$ cat src/rtl/stream_mux_pkg.sv
// stream_mux_pkg: shared mode encodings and select-width helper for the stream mux.
package stream_mux_pkg;
    localparam logic MODE_FIXED = 1'b0;
    localparam logic MODE_RR    = 1'b1;
    function automatic int clog2_min1(input int n);
        return (n <= 2) ? 1 : $clog2(n);
    endfunction
endpackage

$ cat src/rtl/stream_mux_rr_if.sv
// stream_mux_rr_if: N producer channels in, one registered stream out, plus mode/select.
interface stream_mux_rr_if #(
    parameter int NUM_CH = 4,
    parameter int DATA_W = 8,
    localparam int SEL_W = stream_mux_pkg::clog2_min1(NUM_CH)
);
    logic                     mode;
    logic [SEL_W-1:0]         sel;
    logic [NUM_CH-1:0]        in_valid;
    logic [NUM_CH*DATA_W-1:0] in_data;
    logic [NUM_CH-1:0]        in_ready;
    logic                     out_valid;
    logic [DATA_W-1:0]        out_data;
    logic [SEL_W-1:0]         out_ch;
    logic                     out_ready;
    modport master (
        output mode, sel, in_valid, in_data, out_ready,
        input  in_ready, out_valid, out_data, out_ch
    );
    modport slave (
        input  mode, sel, in_valid, in_data, out_ready,
        output in_ready, out_valid, out_data, out_ch
    );
endinterface

$ cat src/rtl/rr_pick.sv
// rr_pick: round-robin pick of the first requester after ptr (rotate, priority-encode, un-rotate).
module rr_pick import stream_mux_pkg::*; #(
    parameter int NUM_CH = 4,
    localparam int SEL_W = clog2_min1(NUM_CH)
) (
    input  logic [NUM_CH-1:0] req,
    input  logic [SEL_W-1:0]  ptr,
    output logic [SEL_W-1:0]  gnt_idx,
    output logic              gnt_any
);
    logic [2*NUM_CH-1:0] dbl;
    logic [NUM_CH-1:0]   rot;
    logic [SEL_W-1:0]    start, enc;
    logic [SEL_W:0]      sum;
    always_comb begin
        start = (ptr >= SEL_W'(NUM_CH - 1)) ? '0 : ptr + 1'b1;
        dbl = {req, req};
        rot = dbl[start +: NUM_CH];
        enc = '0;
        for (int i = NUM_CH - 1; i >= 0; i--) if (rot[i]) enc = SEL_W'(i);
        // channel counts need not be powers of two, so wrap explicitly
        sum = {1'b0, enc} + {1'b0, start};
        gnt_idx = (sum >= (SEL_W+1)'(NUM_CH)) ? SEL_W'(sum - (SEL_W+1)'(NUM_CH)) : sum[SEL_W-1:0];
        gnt_any = |req;
    end
endmodule

$ cat src/rtl/stream_mux_rr.sv
// stream_mux_rr: N:1 valid/ready stream mux with registered output,
// fixed-select or round-robin arbitration.
module stream_mux_rr import stream_mux_pkg::*; #(
    parameter int NUM_CH = 4,
    parameter int DATA_W = 8
) (
    input logic            clk,
    input logic            rst_n,
    stream_mux_rr_if.slave bus
);
    localparam int SEL_W = clog2_min1(NUM_CH);
    logic [SEL_W-1:0] ptr, rr_idx, grant;
    logic             rr_any, has_grant, load_en, xfer;
    rr_pick #(.NUM_CH(NUM_CH)) u_pick (
        .req(bus.in_valid), .ptr(ptr), .gnt_idx(rr_idx), .gnt_any(rr_any)
    );
    always_comb begin
        load_en = !bus.out_valid || bus.out_ready;
        grant = (bus.mode == MODE_FIXED) ? bus.sel : rr_idx;
        has_grant = (bus.mode == MODE_FIXED) ? ({1'b0, bus.sel} < (SEL_W+1)'(NUM_CH)) : rr_any;
        // rst_n gating keeps in_ready low while the output register is held in reset
        bus.in_ready = (has_grant && load_en && rst_n) ? (NUM_CH'(1) << grant) : '0;
        xfer = |(bus.in_valid & bus.in_ready);
    end
    always_ff @(posedge clk or negedge rst_n)
        if (!rst_n) begin
            bus.out_valid <= 1'b0;
            bus.out_data  <= '0;
            bus.out_ch    <= '0;
            ptr           <= SEL_W'(NUM_CH - 1);
        end else if (xfer) begin
            bus.out_valid <= 1'b1;
            bus.out_data  <= bus.in_data[grant*DATA_W +: DATA_W];
            bus.out_ch    <= grant;
            if (bus.mode == MODE_RR) ptr <= grant;
        end else if (bus.out_ready) begin
            bus.out_valid <= 1'b0;
        end
endmodule

$ cat src/flat_wrapper.sv
// flat-port wrapper written by rule: the top's interface ports become plain ports
module stream_mux_rr_flat import stream_mux_pkg::*;
#(
    parameter int NUM_CH = 4,
    parameter int DATA_W = 8
)
  (clk, rst_n, bus_mode, bus_sel, bus_in_valid, bus_in_data, bus_out_ready, bus_in_ready, bus_out_valid, bus_out_data, bus_out_ch);
  stream_mux_rr_if #(.NUM_CH(NUM_CH), .DATA_W(DATA_W)) bus_i ();
  input logic clk;
  input logic rst_n;
  input wire logic [$bits(bus_i.mode)-1:0] bus_mode;
  input wire logic [$bits(bus_i.sel)-1:0] bus_sel;
  input wire logic [$bits(bus_i.in_valid)-1:0] bus_in_valid;
  input wire logic [$bits(bus_i.in_data)-1:0] bus_in_data;
  input wire logic [$bits(bus_i.out_ready)-1:0] bus_out_ready;
  output wire logic [$bits(bus_i.in_ready)-1:0] bus_in_ready;
  output wire logic [$bits(bus_i.out_valid)-1:0] bus_out_valid;
  output wire logic [$bits(bus_i.out_data)-1:0] bus_out_data;
  output wire logic [$bits(bus_i.out_ch)-1:0] bus_out_ch;
  assign bus_i.mode = bus_mode;
  assign bus_i.sel = bus_sel;
  assign bus_i.in_valid = bus_in_valid;
  assign bus_i.in_data = bus_in_data;
  assign bus_i.out_ready = bus_out_ready;
  assign bus_in_ready = bus_i.in_ready;
  assign bus_out_valid = bus_i.out_valid;
  assign bus_out_data = bus_i.out_data;
  assign bus_out_ch = bus_i.out_ch;
  stream_mux_rr #(.NUM_CH(NUM_CH), .DATA_W(DATA_W)) u_core (.clk(clk), .rst_n(rst_n), .bus(bus_i));
endmodule
$ cat config.mk
export PLATFORM = sky130hd
export DESIGN_NAME = stream_mux_rr_flat
export DESIGN_NICKNAME = d
export VERILOG_FILES = /design/src/rtl/stream_mux_pkg.sv /design/src/rtl/stream_mux_rr_if.sv /design/src/rtl/rr_pick.sv /design/src/rtl/stream_mux_rr.sv /design/src/flat_wrapper.sv
export SDC_FILE = /design/constraint.sdc
export NUM_CORES = 1
export LEC_CHECK = 0
export ABC_AREA = 1
export CAP_MARGIN = 20
export CORE_AREA = 2 2 57 59
export DETAILED_ROUTE_END_ITERATION = 10
export DIE_AREA = 0 0 59 61
export GPL_ROUTABILITY_DRIVEN = 1
export PLACE_DENSITY_LB_ADDON = 0.15
export SLEW_MARGIN = 20
export SYNTH_ARGS = -nofsm -noshare
export SYNTH_HDL_FRONTEND = slang
export SYNTH_SLANG_ARGS = --single-unit
$ cat constraint.sdc
create_clock -name clk -period 3.71 [get_ports clk]
set_input_delay 0.9275 -clock clk [delete_from_list [all_inputs] [get_ports clk]]
set_output_delay 0.9275 -clock clk [all_outputs]
set_load 0.01 [all_outputs]
Word-level counts from Yosys, hierarchy flattened
Index checks and enable logic that the tools add are counted.

word-level totals
  bits in registers = 13
  latch bits = 0
  memories = 0
  memory bits (read-only) = 0
  bits in writable memories = 0

cells by class
  equality and inequality tests = 0
  add/subtract/negate cells = 3
  muxes and demuxes = 11
  $lt $le $gt $ge = 2
  bitwise logic cells = 1
  shift operators = 3
  multipliers = 0
  divide/modulo/power cells = 0
  reductions and logical operators = 8

operators with widths
  cell                                                       count
  variable part select 32 x 6 -> 8 bit                       1
  2-to-1 mux 2 bit                                           7
  OR reduction 4 bit                                         2
  variable part select 8 x 3 -> 4 bit                        1
  bitwise AND 4 bit                                          1
  2-to-1 mux 4 bit                                           1
  << shifter 1 x 2 -> 4 bit (first input constant)           1
  adder 2 x 2 -> 3 bit                                       1
  greater-or-equal comparator 3 bit (second input constant)  1
  2-to-1 mux 1 bit                                           3
  adder 2 x 1 -> 2 bit (second input constant)               1
  greater-or-equal comparator 2 bit (second input constant)  1
  logical AND 1 bit                                          2
  AND reduction 2 bit                                        1
  nonzero test 2 bit                                         1
  subtractor 2 x 1 -> 2 bit (second input constant)          1
  zero test 1 bit                                            1
  logical OR 1 bit                                           1

Longest topological paths before layout
  depth after elaboration = 16
  mapped depth = 18
  mapped depth without buffers = 18

Cells and area by module
A second synthesis with hierarchy kept.

second synthesis, totals
  cells, all modules = 181
  area total of the unflattened synthesis = 1277.5 um^2

by module, submodules not included
  module         instances  area each (um^2)  sequential area each (um^2)  cells an instance
  stream_mux_rr  1          1004.7            327.8                        125
  rr_pick        1          272.8             0.0                          56

Worst setup path before layout
OpenSTA, ideal clock, no wires.

  path kind = input to output
  from = input bus_in_valid[0]
  to = output bus_in_ready[0]
  stages = 10
  setup slack = 291 ps
  data arrival time = 2492 ps
  data required time = 2783 ps
  path buffers = 0
  cells stage by stage = nand2_1 > nand3_1 > nand2_2 > nand3_1 > a21boi_0 > ha_1 > or2_2 > nand2_2 > inv_1 > nor3_1

between the ends
  word-level cells in the longest chain between the ends = 11

RTL lines
  what                                                                                   line                 text
  from (decl)                                                                            flat_wrapper.sv:13   input wire logic [$bits(bus_i.in_valid)-1:0] bus_in_valid;
  variable part select 8 x 3 -> 4 bit                                                    rr_pick.sv:18        rot = dbl[start +: NUM_CH];
  2-to-1 mux 2 bit (4 in a row)                                                          rr_pick.sv:20        for (int i = NUM_CH - 1; i >= 0; i--) if (rot[i]) enc = SEL_W'(i);
  adder 2 x 2 -> 3 bit                                                                   rr_pick.sv:22        sum = {1'b0, enc} + {1'b0, start};
  greater-or-equal comparator 3 bit / subtractor 2 x 1 -> 2 bit (equally long branches)  rr_pick.sv:23        gnt_idx = (sum >= (SEL_W+1)'(NUM_CH)) ? SEL_W'(sum - (SEL_W+1)'(NUM_CH)) : sum[SEL_W-1:0];
  2-to-1 mux 2 bit                                                                       rr_pick.sv:23
  2-to-1 mux 2 bit                                                                       stream_mux_rr.sv:19  grant = (bus.mode == MODE_FIXED) ? bus.sel : rr_idx;
  << shifter 1 x 2 -> 4 bit                                                              stream_mux_rr.sv:22  bus.in_ready = (has_grant && load_en && rst_n) ? (NUM_CH'(1) << grant) : '0;
  2-to-1 mux 4 bit (*)                                                                   stream_mux_rr.sv:22
  to (decl)                                                                              flat_wrapper.sv:16   output wire logic [$bits(bus_i.in_ready)-1:0] bus_in_ready;

Every way passes the cells marked *; elsewhere a longest branch is shown, timed or not.

Final worst setup path
  from = register u_core.ptr[1]
  to = output bus_in_ready[0]

between the ends
  word-level cells in the longest chain between the ends = 13

RTL lines
  what                                                                                   line                 text
  from (decl)                                                                            stream_mux_rr.sv:12  logic [SEL_W-1:0] ptr, rr_idx, grant;
  from (signal assigned)                                                                 stream_mux_rr.sv:30  ptr <= SEL_W'(NUM_CH - 1);
  from (signal assigned)                                                                 stream_mux_rr.sv:35  if (bus.mode == MODE_RR) ptr <= grant;
  adder 2 x 1 -> 2 bit / greater-or-equal comparator 2 bit (equally long branches)       rr_pick.sv:16        start = (ptr >= SEL_W'(NUM_CH - 1)) ? '0 : ptr + 1'b1;
  2-to-1 mux 2 bit (*)                                                                   rr_pick.sv:16
  variable part select 8 x 3 -> 4 bit                                                    rr_pick.sv:18
  2-to-1 mux 2 bit (4 in a row)                                                          rr_pick.sv:20
  adder 2 x 2 -> 3 bit (*)                                                               rr_pick.sv:22
  greater-or-equal comparator 3 bit / subtractor 2 x 1 -> 2 bit (equally long branches)  rr_pick.sv:23
  2-to-1 mux 2 bit (*)                                                                   rr_pick.sv:23
  2-to-1 mux 2 bit (*)                                                                   stream_mux_rr.sv:19
  << shifter 1 x 2 -> 4 bit (*)                                                          stream_mux_rr.sv:22
  2-to-1 mux 4 bit (*)                                                                   stream_mux_rr.sv:22

Marked as above.

==> run metrics <==
status complete, no violations; Worst setup SP type flip-flop; Worst-Margin Slew 0.3806 ns; Rel. slew slack 0.7457; share of the synthesized area in the top cell type 0.2447; Worst VDD drop 0.3395 mV; post-route clock period utilization 0.9773; Worst-path clk slew about 0.080 ns; synthesized instance count 163; 1st-pass router iterations 6; via density per instance about 5; most frequent cells in the layout nand2_1 (59), clkdlybuf4s50_1 (48), nand2_2 (28); pin count of the biggest net entering global routing 14; width of the die between 50 and 60 um; worst setup path category flip-flop to output pin; dpl hpwl 2762 um; synthesized area 0.001125 mm2; reg-to-reg slack, setup 0.68 ns; worst hold start u_core.ptr[1]; cts hold-fix bufs 0; Critical Path RT 2.78 ns; most common cell after layout, fill and taps aside nand2_1; initial antenna violation count 0; Post-Route Skew 0.003770 ns; final net count 286; Finished Cell Area 0.001891 mm2; first-pass GRT wire length 5492 um; DR iter-0 viols 55; CTS sink count 13; Pleak 0.8944 nW; input/output buffers 56; Residual DRC 0; worst min path class flip-flop to flip-flop; initial core utilization 0.3809; placed insts about 270; Crit. Startpoint u_core.ptr[1]; vias in the first global route between 1000 and 1500; max_cap viols 0; dpl cell area around 0.0018 mm2; Syn Area/Cell 6.901 um2; synth warn 0; routed len/inst 12.34 um; WHS 0.4734 ns; CTS tree built; worst-path fanout max 5; core area just under 0.003 mm2; Synth Register Bits 13; crit end category output pin; Post-Route WL 3380 um; Die Height 61 um; r2r startpoint u_core.ptr[1]; Net Count, Synth 207; GP Congestion 0.7286; synth unique cells 23; io pins 57; gr ovfl total 0; Die Area 0.003599 mm2; final worst path period need 3.626 ns; TritonCTS buffer count 3; Crit path arrival time 2.70 ns; Synth area leaders dfrtp_1 (24%), nand2_1 (21%), nand2_2 (13%); pwr dens 922.2 mW/mm2; # setup viols final 0; Final Hold Violating Endpoints 0; share of cells above drive strength 1 0.3693; root buf cell clkbuf_4; Layout area overhead 68.08%; post-route insts no fill 274; setup tns final 0 ns; Antenna diodes 0; Max Slew Vio Count 0; CTS max path bufs 2; CTS H-tree lvls 1; leading area contributor after synthesis dfrtp_1; Global Route Usage Sum 0.2016; register area share after synthesis 0.2914; clk_lat worst skew 0.29 ns; ANT nets after route 0; vias post-DR 1399; floorplan row count 20; upper clock frequency limit ~0.28 GHz
-- power by group --
part	switching (mW)	internal [mW]	total, mW
Combinational	0.770	0.626	1.40
Sequential	0.0409	0.217	0.258
Clock	0.0501	0.0401	0.0902
Total	0.861	0.882	1.74
-- synth_stat cells (all sizes together) --
master and count:
or2 3, clkinv 1, buf 2, o21ai 2, nor3 4, ha 2
nand3 16, nor4 1, a21boi 1, dfstp 2, nor2 6, nand2 90
inv 9, dfrtp 11, nand4 12, xor2 1
-- worst max-delay path: stages (launching register included) --
cell and delay (ns):
dfstp_2 0.54, ha_1 0.25, buf_6 0.15, nand3_1 0.10, nand3_1 0.11, a21boi_2 0.16
ha_2 0.29, or2_2 0.30, nand2_2 0.10, inv_2 0.07, nor3_4 0.18, buf_2 0.16
-- state kept, by name (all words and copies together), names as in the netlist --
| signal | count |
|---|---|
| u_core.bus.out_valid | 1 |
| u_core.bus.out_data | 8 |
| u_core.bus.out_ch | 2 |
| u_core.ptr | 2 |
-- metrics by stage --
step	power [mW]	util	setup slack [ns]
2_1_floorplan	1.078	-	0.2905
3_3_place_gp	1.514	0.6148	-0.6271
3_5_place_dp	1.543	0.6148	-0.6843
4_1_cts	1.664	0.6267	0.04748
5_1_grt	1.906	0.6403	-0.03959
6_report	1.744	0.6403	0.08413
-- final timing paths --
kind,to,depth (start not counted)
hold reg to reg,u_core.ptr[1],2
min in group asynchronous,u_core.bus.out_data[0],2
hold / removal,u_core.ptr[1],2
max in group asynchronous,u_core.ptr[0],2
setup / recovery,bus_in_ready[0],11
setup reg to reg,u_core.bus.out_ch[0],14
-- layout make-up --
| class | instances | area, um2 |
|---|---|---|
| clock inverters | 1 | 5.005 |
| fillers | 265 | 1062 |
| inverters | 10 | 38.79 |
| repair buffers | 76 | 678.2 |
| clock buffers | 3 | 22.52 |
| multi-input cells | 138 | 777.0 |
| flip-flops and latches | 13 | 327.8 |
| well taps | 33 | 41.29 |
-- layer usage --
| metal | GRT usage | wire, um | share of wire | up-vias |
|---|---|---|---|---|
| li1 | - | - | - | 686 |
| met4 | 0.04870 | 61 | 0.018 | 0 |
| met2 | 0.4063 | 1880 | 0.56 | 54 |
| met5 | 0 | 0 | 0 | - |
| met3 | 0.05544 | 215 | 0.064 | 9 |
| met1 | 0.2026 | 1223 | 0.36 | 650 |
-- timing repair --
item | 4_1_cts | 5_1_grt
hold endpoints to repair | 0 | 0
endpoints found under the setup margin | 4 | 4
buffers inserted | 0 | 4
pin swaps | 3 | 9
gates resized for setup | 26 | 20
-- kinds of logic after synthesis --
group | share of synthesized area
simple gates | 0.6007
flops | 0.2914
buf+inv | 0.06229
compound gates | 0.01558
fa+ha+maj | 0.02224
xor+xnor | 0.007788
Power figures use the tool's default switching activity.
